[config.mk]
export PLATFORM = sky130hd
export DESIGN_NAME = seg7_scan_capture
export DESIGN_NICKNAME = d
export VERILOG_FILES = /design/src/rtl/seg7_scan_capture.sv
export SDC_FILE = /design/constraint.sdc
export NUM_CORES = 1
export LEC_CHECK = 0
export CAP_MARGIN = 20
export CORE_MARGIN = 2
export CORE_UTILIZATION = 55
export DETAILED_ROUTE_END_ITERATION = 8
export GPL_ROUTABILITY_DRIVEN = 0
export GPL_TIMING_DRIVEN = 0
export PLACE_DENSITY = 0.81
export SLEW_MARGIN = 20
export SYNTH_ARGS = -nofsm -noshare
export SYNTH_HDL_FRONTEND = slang
export SYNTH_HIERARCHICAL = 1
export SYNTH_SLANG_ARGS = --single-unit
[constraint.sdc]
create_clock -name clk -period 3.8 [get_ports clk]
set_input_delay 1.14 -clock clk [delete_from_list [all_inputs] [get_ports clk]]
set_output_delay 1.14 -clock clk [all_outputs]
set_load 0.01 [all_outputs]
[src/rtl/seg7_scan_capture.sv]
// Recovers per-digit 4-bit codes from a multiplexed active-low seven-segment bus.
// Optional macro SEG_BAD_COUNT_EN adds a saturating bad-pattern counter output.

module seg7_digit_slot (
  input  logic       clk,
  input  logic       rst_n,
  input  logic       wr_code,
  input  logic       wr_blank,
  input  logic [3:0] code,
  output logic [3:0] digit,
  output logic       valid
);
  logic [3:0] digit_q, digit_d;
  logic       valid_q, valid_d;

  always_comb begin
    digit_d = digit_q;
    valid_d = valid_q;
    if (wr_code) begin
      digit_d = code;
      valid_d = 1'b1;
    end else if (wr_blank) begin
      valid_d = 1'b0;
    end
  end

  always_ff @(posedge clk or negedge rst_n) begin
    if (!rst_n) begin
      digit_q <= '0;
      valid_q <= 1'b0;
    end else begin
      digit_q <= digit_d;
      valid_q <= valid_d;
    end
  end

  assign digit = digit_q;
  assign valid = valid_q;
endmodule

module seg7_scan_capture #(
  parameter int NUM_DIGITS    = 4,
  parameter int STABLE_CYCLES = 8
) (
  input  logic                    clk,
  input  logic                    rst_n,
  input  logic [NUM_DIGITS-1:0]   an,
  input  logic [6:0]              segs,
  input  logic                    clr_err,
  output logic [4*NUM_DIGITS-1:0] digits,
  output logic [NUM_DIGITS-1:0]   digit_valid,
  output logic                    update,
  output logic [2:0]              update_idx,
`ifdef SEG_BAD_COUNT_EN
  output logic [7:0]              bad_count,
`endif
  output logic                    bad_pattern
);
  localparam int IW = (NUM_DIGITS > 1) ? $clog2(NUM_DIGITS) : 1;
  localparam logic [7:0] STABLE_C = 8'(STABLE_CYCLES);

  localparam logic [1:0] ST_IDLE   = 2'd0;
  localparam logic [1:0] ST_SETTLE = 2'd1;
  localparam logic [1:0] ST_HELD   = 2'd2;

  // {ok, blank, code}
  function automatic logic [5:0] seg_decode(input logic [6:0] s);
    case (s)
      7'h40: seg_decode = {2'b10, 4'h0};
      7'h79: seg_decode = {2'b10, 4'h1};
      7'h24: seg_decode = {2'b10, 4'h2};
      7'h30: seg_decode = {2'b10, 4'h3};
      7'h19: seg_decode = {2'b10, 4'h4};
      7'h12: seg_decode = {2'b10, 4'h5};
      7'h02: seg_decode = {2'b10, 4'h6};
      7'h78: seg_decode = {2'b10, 4'h7};
      7'h00: seg_decode = {2'b10, 4'h8};
      7'h10: seg_decode = {2'b10, 4'h9};
      7'h08: seg_decode = {2'b10, 4'hA};
      7'h03: seg_decode = {2'b10, 4'hB};
      7'h5F: seg_decode = {2'b10, 4'hC};
      7'h4F: seg_decode = {2'b10, 4'hD};
      7'h7D: seg_decode = {2'b10, 4'hE};
      7'h07: seg_decode = {2'b10, 4'hF};
      7'h7F: seg_decode = {2'b01, 4'h0};
      default: seg_decode = 6'b0;
    endcase
  endfunction

  logic [NUM_DIGITS-1:0] an_m_q, an_s_q, an_p_q;
  logic [6:0]            segs_m_q, segs_s_q, segs_p_q;
  logic [1:0]            state_q, state_d;
  logic [7:0]            cnt_q, cnt_d;
  logic                  update_q, update_d;
  logic [2:0]            update_idx_q, update_idx_d;
  logic                  bad_q, bad_d;
  logic [3:0]            nlow;
  logic [IW-1:0]         idx;
  logic                  has_dig, same, commit;
  logic [5:0]            dec;
  logic                  wr_code, wr_blank, bad_hit;

  // Two-flop synchroniser; the previous sample feeds the stability compare.
  always_ff @(posedge clk or negedge rst_n) begin
    if (!rst_n) begin
      an_m_q   <= '0;
      an_s_q   <= '0;
      an_p_q   <= '0;
      segs_m_q <= '0;
      segs_s_q <= '0;
      segs_p_q <= '0;
    end else begin
      an_m_q   <= an;
      an_s_q   <= an_m_q;
      an_p_q   <= an_s_q;
      segs_m_q <= segs;
      segs_s_q <= segs_m_q;
      segs_p_q <= segs_s_q;
    end
  end

  always_comb begin
    nlow = '0;
    idx  = '0;
    for (int i = 0; i < NUM_DIGITS; i++) begin
      if (!an_s_q[i]) begin
        nlow = nlow + 4'd1;
        idx  = IW'(i);
      end
    end
    has_dig = (nlow == 4'd1);
    same    = ({an_s_q, segs_s_q} == {an_p_q, segs_p_q});
  end

  always_comb begin
    state_d = state_q;
    cnt_d   = cnt_q;
    commit  = 1'b0;
    case (state_q)
      ST_IDLE: begin
        if (has_dig) begin
          state_d = ST_SETTLE;
          cnt_d   = 8'd1;
        end
      end
      ST_SETTLE: begin
        if (!has_dig) begin
          state_d = ST_IDLE;
          cnt_d   = '0;
        end else if (!same) begin
          cnt_d = 8'd1;
        end else begin
          cnt_d = cnt_q + 8'd1;
          if (cnt_d == STABLE_C) begin
            commit  = 1'b1;
            state_d = ST_HELD;
          end
        end
      end
      ST_HELD: begin
        if (!has_dig) begin
          state_d = ST_IDLE;
          cnt_d   = '0;
        end else if (!same) begin
          state_d = ST_SETTLE;
          cnt_d   = 8'd1;
        end
      end
      default: begin
        state_d = ST_IDLE;
        cnt_d   = '0;
      end
    endcase
  end

  always_comb begin
    dec          = seg_decode(segs_s_q);
    wr_code      = commit & dec[5];
    wr_blank     = commit & dec[4];
    bad_hit      = commit & ~dec[5] & ~dec[4];
    update_d     = wr_code | wr_blank;
    update_idx_d = update_d ? 3'(idx) : update_idx_q;
    bad_d        = bad_q;
    if (bad_hit)      bad_d = 1'b1;
    else if (clr_err) bad_d = 1'b0;
  end

  always_ff @(posedge clk or negedge rst_n) begin
    if (!rst_n) begin
      state_q      <= ST_IDLE;
      cnt_q        <= '0;
      update_q     <= 1'b0;
      update_idx_q <= '0;
      bad_q        <= 1'b0;
    end else begin
      state_q      <= state_d;
      cnt_q        <= cnt_d;
      update_q     <= update_d;
      update_idx_q <= update_idx_d;
      bad_q        <= bad_d;
    end
  end

  for (genvar g = 0; g < NUM_DIGITS; g++) begin : g_slot
    logic sel;
    assign sel = (idx == IW'(g));
    seg7_digit_slot u_slot (
      .clk      (clk),
      .rst_n    (rst_n),
      .wr_code  (wr_code & sel),
      .wr_blank (wr_blank & sel),
      .code     (dec[3:0]),
      .digit    (digits[4*g +: 4]),
      .valid    (digit_valid[g])
    );
  end

`ifdef SEG_BAD_COUNT_EN
  logic [7:0] bad_cnt_q, bad_cnt_d;

  // A bad commit coinciding with clr_err restarts the count at 1.
  always_comb begin
    bad_cnt_d = bad_cnt_q;
    if (bad_hit) begin
      if (clr_err)                bad_cnt_d = 8'd1;
      else if (bad_cnt_q != 8'hFF) bad_cnt_d = bad_cnt_q + 8'd1;
    end else if (clr_err) begin
      bad_cnt_d = '0;
    end
  end

  always_ff @(posedge clk or negedge rst_n) begin
    if (!rst_n) bad_cnt_q <= '0;
    else        bad_cnt_q <= bad_cnt_d;
  end

  assign bad_count = bad_cnt_q;
`endif

  assign update      = update_q;
  assign update_idx  = update_idx_q;
  assign bad_pattern = bad_q;
endmodule

# Word-level counts from Yosys, hierarchy flattened

Index checks and enable logic that the tools add are counted.

RAM bits: 0
Bits in registers: 67
Latch bits: 0
Input bits: 14
Output and inout bits: 25
Memories: 0
Memory bits (read-only): 0

Add/subtract/negate cells: 4
Reductions and logical operators: 10
Bitwise gates (word level): 15
Equal/unequal tests: 28
Multiply operators: 0
Divide/modulo/power cells: 0
Magnitude comparators: 0
Mux-type cells: 35
Shift-type cells: 0

Operator list:

| operator              | number |
|---|---|
| $pmux W6 S17          | 1 |
| $eq A7 B7 Y1 const B  | 7 |
| $mux W8               | 5 |
| $pmux W8 S3           | 1 |
| $eq A7 B5 Y1 const B  | 3 |
| $mux W1               | 16 |
| $mux W2               | 8 |
| $eq A7 B2 Y1 const B  | 2 |
| $eq A7 B6 Y1 const B  | 2 |
| $add A4 B1 Y4 const B | 3 |
| $and A1 B1 Y1         | 12 |
| $mux W4               | 3 |
| $eq A11 B11 Y1        | 1 |
| $reduce_bool A2 Y1    | 5 |
| $ne A3 B3 Y1 const B  | 3 |
| $add A8 B1 Y8 const B | 1 |
| $eq A8 B4 Y1 const B  | 1 |
| $eq A7 B3 Y1 const B  | 1 |
| $eq A7 B4 Y1 const B  | 1 |
| $logic_not A7 Y1      | 1 |
| $eq A2 B2 Y1 const B  | 3 |
| $pmux W2 S3           | 1 |
| $eq A2 B1 Y1 const B  | 2 |
| $eq A4 B1 Y1 const B  | 1 |
| other kinds (6)       | 8 |

# Depth between registers and ports, before layout

Gate-level depths: netlist of the first run.

Depth in word-level cells: 14
Gate-level depth with buffers: 13

# Modules after synthesis

Netlist of the first run, hierarchy kept.

By module, submodules not included:

| module            | cells an instance | times used | area each (um^2) | seq. area each (um^2) |
|---|---|---|---|---|
| seg7_scan_capture | 230               | 1          | 2366.0           | 1176.1 |
| seg7_digit_slot   | 11                | 4          | 182.7            | 125.1 |

# Worst setup path after synthesis of the first run

Ideal clock, no wire load.

Path kind: flip-flop to flip-flop
From: register an_s_q[1]
To: register g_slot[1].u_slot.digit_q[0]
Period minus slack after synthesis: 3254 ps
Data required time: 3675 ps
Cell stages (with the launch flop): 12
Slack: 546 ps
Path buffers: 0
Data arrival time: 3130 ps
Cells stage by stage: dfrtp_1 > inv_1 > ha_1 > xnor2_1 > ha_1 > or2_1 > o221ai_1 > o211ai_2 > and4b_2 > o211ai_1 > nor3_1 > mux2_2

Cells in the longest elaborated chain, start to end: 10
Elaborated cells on any way between the ends: 16

Ends and longest elaborated chain:

| item                   | RTL line | source |
|---|---|---|
| from (decl)            | 90       | `logic [NUM_DIGITS-1:0] an_m_q, an_s_q, an_p_q;` |
| from (signal assigned) | 114      | `an_s_q <= an_m_q;` |
| $mux W4                | 126      | `if (!an_s_q[i]) begin` |
| $add A4 B1 Y4          | 127      | `nlow = nlow + 4'd1;` |
| $mux W4                | 126      |  |
| $add A4 B1 Y4          | 127      |  |
| $mux W4                | 126      |  |
| $eq A4 B1 Y1           | 131      | `has_dig = (nlow == 4'd1);` |
| $mux W1                | 147      | `if (!has_dig) begin` |
| $mux W1                | 139      | `case (state_q)` |
| $and A1 B1 Y1          | 178      | `wr_code = commit & dec[5];` |
| $and A1 B1 Y1 *        | 210      | `.wr_code (wr_code & sel),` |
| to (signal assigned)   | 32       | `digit_q <= digit_d;` |
| to (decl)              | 13       | `logic [3:0] digit_q, digit_d;` |

Every way passes the cells marked *; elsewhere a longest branch is shown, timed or not.
A chain may end at the register's enable or synchronous reset.

# Worst setup path after layout of the first run

From: register an_s_q[1]
To: register g_slot[2].u_slot.digit_q[3]

Cells in the longest elaborated chain, start to end: 10
Elaborated cells on any way between the ends: 16

Ends and longest elaborated chain:

| item                 | RTL line |
|---|---|
| $mux W4              | 126 |
| $add A4 B1 Y4        | 127 |
| $mux W4              | 126 |
| $add A4 B1 Y4        | 127 |
| $mux W4              | 126 |
| $eq A4 B1 Y1         | 131 |
| $mux W1              | 147 |
| $mux W1              | 139 |
| $and A1 B1 Y1        | 178 |
| $and A1 B1 Y1 *      | 210 |
| to (signal assigned) | 32 |
| to (decl)            | 13 |

Marks and branches as above.

==> impl_results.md, run 1 <==
- Fraction of layout instances using a drive strength above 1: 19.8%
- Hold-critical path depth: 0
- Post-synthesis average cell area: 11.3 sq um
- Final Slew Violations: 0
- Fill cells: 424
- Clock skew after layout: 8.48 ps
- Setup WS pre-CTS: 62.1 ps
- Final setup vio count: 0
- Max VDD drop: 281 uV
- Initial antenna violation count: 0
- HPWL Detailed: 3960 um
- Required time worst endpoint: 4030 ps
- Largest net degree at the start of global routing: 39
- Max-cap check violation count: 0
- RSZ-0062 raised after global routing: yes
- Num CTS Buffers: 9
- Synth top area share: 54.1%
- Die Ht: 79.0 um
- WL final: 5680 um
- Wire length of the first global-routing pass: 10100 um
- Cell taking the most area after synthesis: dfrtp_1
- CP Class: register to register
- Peak fanout along the critical path: 8
- Antenna Nets Post-Route: 0
- Multi-input logic area: 1310 sq um
- Synth Warn #: 6
- CTS Hold Buffers Added: 0
- Top_reg_cell synth: dfrtp_1
- Cell Pwr Density: 388 nW/um^2
- Io pins: 39
- 1st-iter DRT viols: 156
- Min Tclk post-route: 3640 ps
- Crit share post-route: 95.7%
- Root buf cell: clkbuf_8
- Setup ws final: 162 ps
- Vias in the first global route: 2211
- Pleak: 0.00169 uW
- R2R depth: 11
- Maximum clock path buffer count: 2
- Max H-tree Level: 3
- Nets@finish: 341
- Async S/R FF share, synth: 100%
- Clock Sink Count: 67
- Pwr Total: 1460 uW
- Vias per cell: 5.46
- Worst setup SP type: register
- Row count: 27
- # resized after CTS: 0
- Status: finished clean
- Netlist cell types: 56
- Hold crit path type: register to register
- Drt drc: 0
- All-Layer GR Usage: 21.0%
- Main area contributors after synthesis: dfrtp_1 54%, mux2_2 5.8%, xnor2_1 3.1%
- Most frequent cell after synthesis: dfrtp_1
- TritonCTS clock tree: built
- Layout Cells excl Fill: 400
- Clk pin slew, worst setup/hold paths: 80 ps
- Fmax: 0.275 GHz
- Post-synth design cell area: 3100 sq um
- Die X: 79.0 um
- Post-synthesis sequential area ratio: 54.1%
- Antenna cells: 0
- FF+latch count, synth: 67
- Hold violation total from the final report: 0
- Grt ovf: 0
- Initial core utilization: 56.6%
- Core outline area: 5470 sq um
- Die Area: 6250 sq um
- I/O Buffers: 37
- CP arrival: 3870 ps
- Post-synth EDFFs: 0
- Area grow syn2layout: 22.1%
- Post-CTS Setup Inserts: 0
- Register area: 1680 sq um
- TritonRoute pass-1 iters: 4
- Placed Instances: 384
- DR WL/cell: 14.2 um
- Worst setup EP type: register
- Clk_lat worst skew: 340 ps
- Total vias in the final route: 2182
- Post-synthesis net count: 292
- Commonest cells post-synth: 67 x dfrtp_1, 20 x nor2_1, 18 x nand2_1
- Final hold slack: 350 ps
- Mapped Cells: 274
-- cells in the final DEF, fill, tap and decap left out, drive strengths merged, types with 6 or more instances in the layout --
cell / n
nand3: 8
nor3: 9
mux2: 18
nand2b: 7
clkbuf: 12
or3: 6
a21o: 11
o21ai: 11
buf: 10
clkdlybuf4s50: 36
a21oi: 18
nor2: 20
nand2: 19
xnor2: 13
dfrtp: 67
inv: 12
-- routing by layer --
layer  vias up  track usage, %  wire length [um]
li1       1061               -                 -
met1      1055            28.1              2610
met2        55            32.5              2710
met3        11            5.68               252
met4         0            8.97               108
met5         -               0                 0
-- flip-flops by register name (all words and copies together) (netlist names) --
name                 count
cnt_q                    8
update                   1
an_m_q                   4
an_s_q                   4
g_slot.u_slot/valid      4
bad_pattern              1
update_idx               2
segs_s_q                 7
state_q                  2
g_slot.u_slot/digit     16
an_p_q                   4
segs_m_q                 7
segs_p_q                 7
-- kinds of logic (layout without fill, tap and decap cells) --
group / count (synthesis) / after routing / synth area share, %
other: 1 / 1 / 0.121
adder cells (fa/ha/maj): 4 / 4 / 1.62
buffers and inverters: 22 / 76 / 3.68
AO/OA/AOI/OAI: 54 / 54 / 12.0
flip-flops: 67 / 67 / 54.1
AND/OR/NAND/NOR: 92 / 92 / 16.8
XOR/XNOR: 15 / 15 / 4.73
multiplexers: 19 / 19 / 6.87
-- worst max-delay path: stages (launching register included) --
cell	delay (ps)
dfrtp_1	520
inv_1	80
ha_1	370
xnor2_1	170
ha_1	290
or2_1	250
o221ai_1	220
o211ai_2	210
and4b_2	400
o211ai_1	210
nor2_1	420
mux2_2	390
-- report_power, final --
part	switching [uW]	internal, uW	total, uW
Sequential	20.7	735	755
Combinational	69.5	55.2	125
Clock	279	306	585
Total	369	1100	1460
-- final timing paths --
path	start	endpoint	slack, ps
min	segs_m_q[1]	segs_s_q[1]	350
max in group asynchronous	rst_n	g_slot[0].u_slot/digit[2]	2560
min in group asynchronous	rst_n	cnt_q[5]	720
min reg2reg	segs_m_q[1]	segs_s_q[1]	350
max	an_s_q[1]	g_slot[2].u_slot/digit[3]	160
max reg2reg	an_s_q[1]	g_slot[2].u_slot/digit[3]	160
-- final cells by class --
type / count / area share (%)
plain buffers: 11 / 1.92
repair buffers: 38 / 10.3
clock buffers: 9 / 3.28
flip-flops and latches: 67 / 44.4
multi-input cells: 185 / 34.7
well taps: 72 / 2.38
inverters: 11 / 1.09
clock inverters: 7 / 2.02
-- through the flow --
step | TNS (ps) | area, sq um | util (%)
global placement | -36160 | 3560 | 65.0
CTS | 0 | 3770 | 69.0
global route | -644 | 3780 | 69.1
detailed placement | 0 | 3570 | 65.3
floorplan | 0 | 3100 | -
finish | 0 | 3780 | 69.1
(Power assumes the default switching activity.)
==> run 2, diff against run 1 <==
--- a/config.mk
+++ b/config.mk
@@ -8,6 +8,7 @@
 export CAP_MARGIN = 20
 export CORE_MARGIN = 2
 export CORE_UTILIZATION = 55
+export CTS_CLUSTER_DIAMETER = 50
 export DETAILED_ROUTE_END_ITERATION = 8
 export GPL_ROUTABILITY_DRIVEN = 0
 export GPL_TIMING_DRIVEN = 0
==> results of run 2 <==
Final layout, timing and power as in run 1 (identical DEF).
==> run 3, diff against run 2 <==
--- a/config.mk
+++ b/config.mk
@@ -6,11 +6,9 @@
 export NUM_CORES = 1
 export LEC_CHECK = 0
 export CAP_MARGIN = 20
-export CORE_MARGIN = 2
 export CORE_UTILIZATION = 55
 export CTS_CLUSTER_DIAMETER = 50
 export DETAILED_ROUTE_END_ITERATION = 8
-export GPL_ROUTABILITY_DRIVEN = 0
 export GPL_TIMING_DRIVEN = 0
 export PLACE_DENSITY = 0.81
 export SLEW_MARGIN = 20
==> impl_results.md, run 3 (synthesis gave the netlist of run 1 again) <==
- 1st-iter DRT viols: 130
- Slowest CP cell: dfrtp_1
- Wire length of the first global-routing pass: 9580 um
- Clock Sink Count: 67
- Cell Pwr Density: 387 nW/um^2
- WL final: 5440 um
- Placer Congestion: 0.882
- Most frequent cells in the layout: 67 x dfrtp_1, 36 x clkdlybuf4s50_1, 20 x nor2_1
- NetSw: 367 uW
- Hold crit path type: register to register
- Final Slew Violations: 0
- Worst Setup EP: g_slot[2].u_slot/digit[0]
- Max H-tree Level: 3
- CP arrival: 3800 ps
- Root buf cell: clkbuf_8
- Die Ht: 77.0 um
- Switching share of power: 25.1%
- Max-cap check violation count: 0
- R2R depth: 11
- Clk_lat worst skew: 340 ps
- Clock power frac: 39.9%
- Clk pin slew, worst setup/hold paths: 80 ps
- Area grow syn2layout: 22.0%
- Vias per cell: 5.41
- Core outline area: 5270 sq um
- TritonRoute pass-1 iters: 4
- Hold violation total from the final report: 0
- I/O Buffers: 37
- All-Layer GR Usage: 21.1%
- Sequential fraction of design power: 51.6%
- Most common cell after layout, fill and taps aside: dfrtp_1
- Initial antenna violation count: 0
- Worst setup EP type: register
- Antenna cells: 0
- Fill cells: 402
- Hold-critical path depth: 0
- Largest net degree at the start of global routing: 38
- Max VDD drop: 346 uV
- Layout Cells excl Fill: 398
- Pwr Total: 1460 uW
- Antenna Nets Post-Route: 0
- Required time worst endpoint: 4030 ps
- Row count: 26
- Num CTS Buffers: 9
- Initial core utilization: 58.8%
- Total vias in the final route: 2155
- Worst setup SP type: register
- Min Tclk post-route: 3570 ps
- RSZ-0062 raised after global routing: yes
- Most common cell on crit path: ha_1
- Fmax: 0.280 GHz
- Final setup vio count: 0
- Fraction of layout instances using a drive strength above 1: 19.8%
- Setup ws final: 228 ps
- Io pins: 39
- Clock skew after layout: 7.38 ps
- Setup WS pre-CTS: 104 ps
- Die X: 77.0 um
- Critical R2R Launch: an_s_q[1]
- Multi-input logic area: 1310 sq um
- Crit share post-route: 94.0%
- Setup TNS: 0 ps
- Reg2reg setup slack: 230 ps
- Status: finished clean
- HPWL Detailed: 3870 um
- Logic gate share of total power: 8.5%
- Pint: 1100 uW
- TritonCTS clock tree: built
- Pleak: 0.00169 uW
- Drt drc: 0
- Vias in the first global route: 2039
- Largest register FFs: 16
- Nets@finish: 341
- Slowest cell delay on critical path: 500 ps
- Grt ovf: 0
- DR WL/cell: 13.7 um
- Worst R2R End: g_slot[2].u_slot/digit[0]
- Peak fanout along the critical path: 8
- CP Class: register to register
- Placed Instances: 382
- Register area: 1680 sq um
- CTS Hold Buffers Added: 0
- Crit path from: an_s_q[1]
- Maximum clock path buffer count: 2
- Post-Route Utilization: 71.7%
- Cell Chain, Critical Path: inv_1 -> ha_1 -> xnor2_1 -> ha_1 -> or2_1 -> o221ai_1 -> o211ai_2 -> and4b_2 -> o211ai_1 -> nor2_1 -> mux2_2
- Die Area: 5930 sq um
==> run 3: cell types whose count changed in the layout (fill, tap and decap cells not counted), sizes merged <==
cell | before | now
clkinv | 3 | 4
clkinvlp | 2 | 1
==> run 3: worst min-delay path by stage <==
| stage | from | end | slack (ps) |
|---|---|---|---|
| after detailed placement | an_m_q[0] | an_s_q[0] | 330 |
| after global routing | segs_m_q[5] | segs_s_q[5] | 360 |
| final | an_m_q[1] | an_s_q[1] | 350 |
| after CTS | an_m_q[0] | an_s_q[0] | 350 |
| after global placement | an_m_q[1] | an_s_q[1] | 330 |
| after floorplan | an_m_q[0] | an_s_q[0] | 330 |
==> run 3: metrics by stage <==
step / hold WS [ps] / instance area (sq um)
after global placement: 332 / 3550
after global routing: 360 / 3780
final: 351 / 3780
after floorplan: 331 / 3100
after detailed placement: 335 / 3570
after CTS: 353 / 3770
==> run 3: what timing repair did <==
action | CTS | global route
setup buffers | 0 | 0
gates resized for setup | 0 | 1
setup endpoints to repair | 0 | 4
==> run 3: final cells by class <==
type	count	area share, %
clock inverter	7	2.05
sequential	67	44.4
inverter	11	1.09
multi-input combinational	185	34.7
clock buffer	9	3.28
buffer	11	1.92
tap	70	2.32
timing repair buffer	38	10.3
==> run 3: metal layers <==
layer  track usage, %  up-vias  part of all wire (%)
li1                 -     1052                     -
met1             27.6     1034                    45
met2             32.0       65                    48
met3             8.45        4                   6.2
met4             6.98        0                  0.94
met5                0        -                     0
==> run 3: critical path, delay by kind of cell (launching register included) <==
kind                       cells  cell delay, ps
and+or+nand+nor                3            1050
adders and majority gates      2             650
AOI/OAI and AO/OA              3             630
DFF                            1             500
muxes                          1             390
xor gates and xnor gates       1             160
buffers and inverters          1              70
==> run 3: power groups by stage <==
stage               combinational [uW]  clock [uW]  sequential [uW]
floorplan                         80.0           0              764
global placement                   119           0              768
detailed placement                 124           0              768
CTS                                125         606              755
global route                       140         634              758
finish                             124         584              755
